File: config.mk
export PLATFORM = sky130hd
export DESIGN_NAME = matrix_job_sequencer
export DESIGN_NICKNAME = d
export VERILOG_FILES = /design/src/rtl/matrix_pkg.sv /design/src/rtl/matrix_index_walker.sv /design/src/rtl/matrix_job_sequencer.sv
export SDC_FILE = /design/constraint.sdc
export NUM_CORES = 2
export LEC_CHECK = 0
export CAP_MARGIN = 20
export CORE_AREA = 10 10 251 253
export CTS_CLUSTER_SIZE = 16
export DETAILED_ROUTE_END_ITERATION = 12
export DIE_AREA = 0 0 261 263
export GPL_TIMING_DRIVEN = 0
export HOLD_SLACK_MARGIN = 0.02
export PLACE_DENSITY = 0.74
export SYNTH_ARGS = -nofsm -noshare
export SYNTH_HDL_FRONTEND = slang
export SYNTH_SLANG_ARGS = --single-unit
File: constraint.sdc
create_clock -name clk -period 7.7 [get_ports clk]
set_clock_uncertainty 0.2 [all_clocks]
set_input_delay 1.54 -clock clk [delete_from_list [all_inputs] [get_ports clk]]
set_output_delay 1.54 -clock clk [all_outputs]
set_load 0.02 [all_outputs]
File: src/rtl/matrix_pkg.sv
// Shared constants, state encoding and job configuration for the matrix job sequencer.
package matrix_pkg;

    localparam int unsigned DIM_MAX    = 5;
    localparam int unsigned ELEM_W     = 8;
    localparam int unsigned LANES      = DIM_MAX * DIM_MAX;
    localparam int unsigned LANE_BUS_W = LANES * ELEM_W;
    localparam int unsigned IDX_W      = 5;
    localparam int unsigned DIM_W      = 3;
    localparam int unsigned STATE_W    = 3;

    typedef logic [STATE_W-1:0] state_t;

    localparam state_t ST_IDLE    = 3'd0;
    localparam state_t ST_RD_ADDR = 3'd1;
    localparam state_t ST_RD_DATA = 3'd2;
    localparam state_t ST_KICK    = 3'd3;
    localparam state_t ST_WAIT    = 3'd4;
    localparam state_t ST_WR      = 3'd5;
    localparam state_t ST_WR_OVF  = 3'd6;
    localparam state_t ST_DONE    = 3'd7;

    typedef struct packed {
        logic [2:0] op;
        logic [1:0] size;
        logic [7:0] scalar;
    } job_cfg_t;

    // matrix_size code 0..3 maps to a square dimension of 2..5
    function automatic logic [DIM_W-1:0] dim_of(input logic [1:0] size);
        return DIM_W'(size) + DIM_W'(2);
    endfunction

endpackage

File: src/rtl/matrix_index_walker.sv
// Row-major (r,c) walker over an n x n window of a 5-wide lane grid; shared by read and write phases.
module matrix_index_walker
    import matrix_pkg::*;
(
    input  logic             clk,
    input  logic             reset,
    input  logic             clear,
    input  logic             step,
    input  logic [DIM_W-1:0] n,
    output logic [IDX_W-1:0] k,
    output logic             last
);

    logic [DIM_W-1:0] r;
    logic [DIM_W-1:0] c;
    logic [DIM_W-1:0] n_m1;

    assign n_m1 = n - DIM_W'(1);
    assign last = (r == n_m1) && (c == n_m1);
    assign k    = IDX_W'(IDX_W'(r) * IDX_W'(DIM_MAX)) + IDX_W'(c);

    // Wraps to the origin after the last element so the next phase starts clean
    always_ff @(posedge clk) begin
        if (reset || clear) begin
            r <= '0;
            c <= '0;
        end else if (step) begin
            if (last) begin
                r <= '0;
                c <= '0;
            end else if (c == n_m1) begin
                c <= '0;
                r <= r + DIM_W'(1);
            end else begin
                c <= c + DIM_W'(1);
            end
        end
    end

endmodule

File: src/rtl/matrix_job_sequencer.sv
// Runs one matrix job: gathers operands from memory, kicks the ALU, waits, then writes results and overflow back.
module matrix_job_sequencer
    import matrix_pkg::*;
#(
    parameter int unsigned MEM_AW      = 7,
    parameter int unsigned RESULT_BASE = 25,
    parameter int unsigned ALU_LATENCY = 5
) (
    input  logic                  clk,
    input  logic                  reset,
    input  logic                  start,
    input  logic [2:0]            op_code,
    input  logic [1:0]            matrix_size,
    input  logic [7:0]            scalar,
    output logic                  busy,
    output logic                  done,
    output logic [MEM_AW-1:0]     mem_addr,
    output logic                  mem_we,
    output logic [15:0]           mem_wdata,
    input  logic [15:0]           mem_rdata,
    output logic [2:0]            alu_op,
    output logic [1:0]            alu_size,
    output logic [7:0]            alu_scalar,
    output logic [LANE_BUS_W-1:0] alu_a,
    output logic [LANE_BUS_W-1:0] alu_b,
    output logic                  alu_start,
    input  logic [LANE_BUS_W-1:0] alu_result,
    input  logic                  alu_overflow
);

    localparam int unsigned WAIT_W = (ALU_LATENCY > 1) ? $clog2(ALU_LATENCY) : 1;

    state_t                  state;
    state_t                  state_nxt;
    job_cfg_t                cfg;
    logic [WAIT_W-1:0]       wait_cnt;
    logic [LANE_BUS_W-1:0]   result_q;
    logic                    ovf_q;

    logic                    accept;
    logic                    capture;
    logic                    latch_res;
    logic                    walk_clear;
    logic                    walk_step;
    logic [IDX_W-1:0]        k;
    logic                    last;
    logic [7:0]              lane_bit;

    assign lane_bit = {k, 3'b000};

    matrix_index_walker u_walker (
        .clk   (clk),
        .reset (reset),
        .clear (walk_clear),
        .step  (walk_step),
        .n     (dim_of(cfg.size)),
        .k     (k),
        .last  (last)
    );

    always_ff @(posedge clk) begin
        if (reset) begin
            state <= ST_IDLE;
        end else begin
            state <= state_nxt;
        end
    end

    always_comb begin
        state_nxt  = state;
        accept     = 1'b0;
        capture    = 1'b0;
        latch_res  = 1'b0;
        walk_clear = 1'b0;
        walk_step  = 1'b0;
        case (state)
            ST_IDLE: begin
                if (start) begin
                    accept     = 1'b1;
                    walk_clear = 1'b1;
                    state_nxt  = ST_RD_ADDR;
                end
            end
            ST_RD_ADDR: state_nxt = ST_RD_DATA;
            ST_RD_DATA: begin
                capture   = 1'b1;
                walk_step = 1'b1;
                state_nxt = last ? ST_KICK : ST_RD_ADDR;
            end
            ST_KICK: state_nxt = ST_WAIT;
            ST_WAIT: begin
                if (wait_cnt == WAIT_W'(ALU_LATENCY - 1)) begin
                    latch_res  = 1'b1;
                    walk_clear = 1'b1;
                    state_nxt  = ST_WR;
                end
            end
            ST_WR: begin
                walk_step = 1'b1;
                if (last) begin
                    state_nxt = ST_WR_OVF;
                end
            end
            ST_WR_OVF: state_nxt = ST_DONE;
            ST_DONE:   state_nxt = ST_IDLE;
            default:   state_nxt = ST_IDLE;
        endcase
    end

    // Job configuration, operand lanes, latency counter and captured ALU result
    always_ff @(posedge clk) begin
        if (reset) begin
            cfg      <= '0;
            alu_a    <= '0;
            alu_b    <= '0;
            wait_cnt <= '0;
            result_q <= '0;
            ovf_q    <= 1'b0;
        end else begin
            if (accept) begin
                cfg   <= '{op: op_code, size: matrix_size, scalar: scalar};
                alu_a <= '0;
                alu_b <= '0;
            end
            if (capture) begin
                alu_a[lane_bit +: ELEM_W] <= mem_rdata[7:0];
                alu_b[lane_bit +: ELEM_W] <= mem_rdata[15:8];
            end
            if (state == ST_KICK) begin
                wait_cnt <= '0;
            end else if (state == ST_WAIT) begin
                wait_cnt <= wait_cnt + WAIT_W'(1);
            end
            if (latch_res) begin
                result_q <= alu_result;
                ovf_q    <= alu_overflow;
            end
        end
    end

    // Memory port decodes from registered state and walker index only
    always_comb begin
        mem_addr  = '0;
        mem_we    = 1'b0;
        mem_wdata = '0;
        case (state)
            ST_RD_ADDR: mem_addr = MEM_AW'(k);
            ST_WR: begin
                mem_we    = 1'b1;
                mem_addr  = MEM_AW'(RESULT_BASE) + MEM_AW'(k);
                mem_wdata = {8'h00, result_q[lane_bit +: ELEM_W]};
            end
            ST_WR_OVF: begin
                mem_we    = 1'b1;
                mem_addr  = MEM_AW'(RESULT_BASE + LANES);
                mem_wdata = {15'b0, ovf_q};
            end
            default: ;
        endcase
    end

    assign busy       = (state != ST_IDLE);
    assign done       = (state == ST_DONE);
    assign alu_start  = (state == ST_KICK);
    assign alu_op     = cfg.op;
    assign alu_size   = cfg.size;
    assign alu_scalar = cfg.scalar;

endmodule

======== Word-level counts from Yosys, hierarchy flattened ========
Cells that the tools add are included.
storage, ports and cells
  register bits after elaboration ......... 626
  output and inout port bits .............. 440
  word-level logic and storage cells ...... 74
operators by class
  $add $sub $neg .......................... 8
  $mul .................................... 1
  eq/ne operators ......................... 13
  shift-type cells ........................ 4
  muxes and demuxes ....................... 27
  reductions and logical operators ........ 10
operators by type and width
  cell                                                     number
  two-way mux 200 bit                                      6
  bitwise mux 200 bit                                      2
  indexed part select 8 x 10 -> 200 bit                    2
  variable shift 8 x 10 -> 200 bit (first input constant)  1
  indexed part select 200 x 9 -> 8 bit                     1
  case mux 3 bit (8 select lines)                          1
  two-way mux 3 bit                                        7
  case mux 6 bit (3 select lines)                          1
  case mux 8 bit (2 select lines)                          1
  equality test 3 bit (second input constant)              5
  negator 8 -> 10 bit                                      1
  adder 3 x 1 -> 3 bit (second input constant)             3
  two-way mux 1 bit                                        7
  adder 5 x 5 -> 6 bit (first input constant)              1
  equality test 3 x 2 -> 1 bit (second input constant)     2
  equality test 3 bit                                      2
  inequality test 2 bit (second input constant)            3
  OR reduction 2 bit                                       3
  adder 5 x 3 -> 5 bit                                     1
  multiplier 3 x 3 -> 5 bit (second input constant)        1
  adder 2 x 2 -> 3 bit (second input constant)             1
  equality test 3 x 1 -> 1 bit (second input constant)     1
  logical NOT 3 bit                                        1
  AND reduction 3 bit                                      1
  8 further kinds                                          8

======== Depth between registers and ports, before layout ========
  depth in word-level cells ............... 6
  mapped depth ............................ 14

======== Modules after synthesis ========
A second synthesis with hierarchy kept.
second synthesis, totals
  cell total of the unflattened synthesis .. 3140
  area total of the unflattened synthesis .. 26027.5 µm²
by module, submodules not included
  module                times used  cells an instance  area each (µm²)  seq. area each (µm²)
  matrix_job_sequencer  1           3079               25428.1          12411.9
  matrix_index_walker   1           61                 599.3            120.1

======== Least setup slack after synthesis ========
OpenSTA, ideal clock, no wires.
  path type ............................... reg2out
  start ................................... register u_walker.r[2]
  end ..................................... output port mem_wdata[1]
  data arrival time ....................... 3.056 ns
  required time ........................... 5.960 ns
  path slack .............................. 2.904 ns
  stages on the path, launching flop included .. 11
  path buffers ............................ 3
  path through ............................ dfxtp_1 -> ha_1 -> ha_1 -> fa_1 -> buf_2 -> clkbuf_1 -> clkbuf_1 -> nand2_1 -> nand3_1 -> a21oi_1 -> nor3_1
between the ends
  cells in the longest elaborated chain, start to end .. 4
RTL lines
  what                                  line                         text
  start, declared                       matrix_index_walker.sv:14    logic [DIM_W-1:0] r;
  start signal, assigned                matrix_index_walker.sv:33    r <= r + DIM_W'(1);
  multiplier 3 x 3 -> 5 bit             matrix_index_walker.sv:20    assign k = IDX_W'(IDX_W'(r) * IDX_W'(DIM_MAX)) + IDX_W'(c);
  adder 5 x 3 -> 5 bit                  matrix_index_walker.sv:20
  indexed part select 200 x 9 -> 8 bit  matrix_job_sequencer.sv:151  mem_wdata = {8'h00, result_q[lane_bit +: ELEM_W]};
  case mux 8 bit (2 select lines)       matrix_job_sequencer.sv:146  case (state)
  end, declared                         matrix_job_sequencer.sv:19   output logic [15:0] mem_wdata,
Every way passes these cells.

======== Final worst setup path ========
Ends and elaborated chain as after synthesis.

==> results.md <==
* Status: finished, final reports clean
* Leading area contributor after synthesis: dfxtp_1
* Startpoint class of the critical path: register
* Chip height at 263 um
* CP max-delay cell: clkdlybuf4s50_1
* Largest net degree at the start of global routing at 15
* H-tree depth at 3
* Area growth from synthesis to layout at 38.4%
* Asr flop ratio synth at 0%
* Routed WL at 106000 um
* Congestion Overflow GR at 0
* Power Density at 196 nW/um^2
* Vias per cell at 5.51
* Leak pwr at 12.3 nW
* Area occupied by multi-input gates at 12000 sq um
* DRC viols at 0
* Crit path DAT at 5.31 ns
* Worst path required time at 5.96 ns
* Flop2flop setup slack at 2.09 ns
* Yosys cell types at 64
* Layout cells sized above 1 at 7.03%
* Hold Path Cell Cnt at 2
* RSZ-0062 raised after global routing: false
* CP peak stage delay at 0.71 ns
* Ys Warns at 0
* First-pass GRT wire length at 153000 um
* # resized after CTS at 0
* Initial DRC Count at 1845
* Antenna violations before repair at 6
* Worst-path cell chain: ha_1, ha_1, fa_1, buf_2, clkbuf_1, clkbuf_1, nand2_1, nand3_1, a21oi_1, nor3_1, clkdlybuf4s50_1
* NumNets Final at 3761
* Critical path fanouts, max at 10
* Final period utilization at 91.6%
* Post-synthesis sequential area ratio at 49.0%
* Register bit total from synthesis at 626
* Kind of critical path: register to output pin
* Synthesized area at 25600 sq um
* Setup violators final at 0
* Worst reg2reg endpoint: alu_a[68]
* Clk_lat worst skew at 0.60 ns
* CTS tree: yes
* I/O pins at 673
* HPWL Detailed at 83400 um
* Slew Limit Fails at 0
* Area share of the largest cell type after synthesis at 49.0%
* WL/cell at 24.5 um
* CTS Hold Bufs at 0
* Register Area at 12500 sq um
* Avg Cell Area, Syn at 9.23 sq um
* Min Tclk post-route at 7.05 ns
* Worst slew margin at 28.0%
* Max Clk Rate at 0.142 GHz
* Filler cells at 5085
* Die ar. at 68600 sq um
* Post-CTS Setup Bufs at 0
* CP Capture Type: output pin
* Reg2Reg Depth at 13
* EDFF count, synth at 0
* Crit path launch: u_walker.r[2]
* Initial core utilization at 43.9%
* Chip width at 261 um
* Clk root buf: clkbuf_16
* Core ar. at 58200 sq um
* Max cap viols at 0
* CTS sink count at 626
* All-Layer GR Usage at 29.4%
* Delay-heaviest family, CP: buffers and inverters
* Global placement routability congestion at 0.937
* Vias in the first global route at 23307
* Largest cells by area after synthesis: dfxtp_1 (49%), mux2i_1 (12%), nand2_1 (11%)
* Worst Hold End: result_q[191]
* Final setup TNS at 0 ns
* Hold_sp: result_q[191]
* Peak supply drop at 0.000134 V
* Critical R2R Launch: u_walker.r[1]
* Placement Rows at 89
* Routed Antenna Nets at 0
* TritonCTS Buffers at 66
* Worst-Margin Slew at 1.08 ns
* Final Hold Slack at 0.251 ns
* Hold Vio Cnt, Final at 0
* Max Root-Sink Buffers at 3
* Drt first pass iters at 8
* Buf/Inv on CP at 4
* Design Power at 6.94 mW
* Cells after synthesis at 2771
* Tightest Hold Check Type: register to register
* DR vias at 23881
* PortBufs at 659
* Main synth FF type: dfxtp_1
* Reg clk slew, reported paths at 0.06 ns
-- power breakdown --
| part | switching [mW] | total, mW | internal, mW |
|---|---|---|---|
| clock | 1.36 | 3.26 | 1.89 |
| combinational | 0.259 | 0.428 | 0.169 |
| sequential | 0.00654 | 3.25 | 3.25 |
| total | 1.63 | 6.94 | 5.31 |
-- cell usage after synthesis (all sizes together), types with 3 or more instances --
library cell / number
nand2: 759
dfxtp: 626
a21oi: 309
mux2i: 307
clkbuf: 174
nand3: 149
nand3b: 67
o21ai: 58
buf: 56
mux4: 47
o2111ai: 34
nand4: 25
nor2: 23
nor3: 22
ha: 18
nand2b: 18
a311oi: 10
xnor2: 8
and3: 7
inv: 7
xor2: 7
a21o: 4
nor2b: 3
nor3b: 3
o311ai: 3
-- stage by stage --
stage | area [sq um] | setup WS, ns | std cells | util, %
2_1_floorplan | 25600 | 2.90 | 2779 | -
3_3_place_gp | 33200 | 1.39 | 4211 | 56.9
3_5_place_dp | 33200 | 1.34 | 4211 | 57.0
4_1_cts | 35400 | 0.665 | 4327 | 60.7
5_1_grt | 35400 | 0.515 | 4334 | 60.8
6_report | 35400 | 0.649 | 4334 | 60.8
-- flip-flops by register name (all words and copies together), names as in the netlist --
signal      count
wait_cnt        3
ovf_q           1
alu_op          3
u_walker.r      3
result_q      200
u_walker.c      3
alu_scalar      8
alu_size        2
alu_b         200
state           3
alu_a         200
-- per-layer routing --
layer,global-route usage (%),up-vias,part of all wire (%)
met3,7.98,241,9.0
met5,0,-,0.025
met1,32.6,11522,37
met4,15.0,4,5.0
met2,50.9,1062,49
li1,-,11052,-
-- final cells by class --
type	instances	area share (%)
tap	773	2.73
sequential	626	35.4
multi-input combinational	1915	33.9
timing repair buffer	662	18.7
inverter	8	0.0848
buffer	230	3.00
clock inverter	20	0.626
clock buffer	96	5.58
antenna	4	0.0283
-- worst reg2reg max path, cell delays in order (launching register included) --
cell	delay, ns
dfxtp_1	0.44
ha_1	0.28
ha_1	0.39
clkbuf_1	0.70
clkbuf_1	0.40
clkinv_1	0.42
ha_1	0.34
clkbuf_1	0.20
o21bai_1	0.21
a21oi_1	0.69
o22ai_1	0.38
a21oi_4	0.44
buf_6	0.25
mux2i_1	0.23
-- worst max-delay path by stage --
stage | endpoint | cells past startpoint
floorplan | mem_wdata[1] | 10
global placement | mem_wdata[1] | 11
detailed placement | mem_wdata[1] | 11
CTS | mem_wdata[1] | 11
global route | mem_wdata[1] | 11
finish | mem_wdata[1] | 11
-- kinds of logic after synthesis --
group                    count (synthesis)  synth area share (%)
other                                    1                0.0147
buffers and inverters                  238                  4.27
AND/OR/NAND/NOR                       1084                  18.9
XOR/XNOR                                15                 0.617
adder cells (fa/ha/maj)                 19                 0.959
AO/OA/AOI/OAI                          433                  10.0
flip-flops                             626                  49.0
multiplexers                           355                  16.2
-- cells in the final DEF, fill, tap and decap left out, types with 4 or more instances in the layout --
cell and n:
mux4_2 47, clkinv_2 9, nand3b_1 67, o2111ai_1 33
nor3_1 14, nand2_1 759, dfxtp_1 626, mux2i_1 307
o21ai_1 4, clkbuf_8 17, a21oi_2 7, a311oi_1 7
clkbuf_1 183, and3_1 7, clkdlybuf4s50_1 659, conb_1 9
clkbuf_16 68, xnor2_1 7, o21ai_0 49, nand2b_1 18
nor2_1 23, ha_1 18, a21oi_1 297, a21oi_4 5
buf_4 13, a21o_1 4, nor3_4 5, inv_1 7
xor2_1 6, buf_1 9, nand3_1 143, nand4_1 25
diode_2 4, buf_6 17, buf_2 18
No activity file was read; power rests on OpenSTA's default activity.
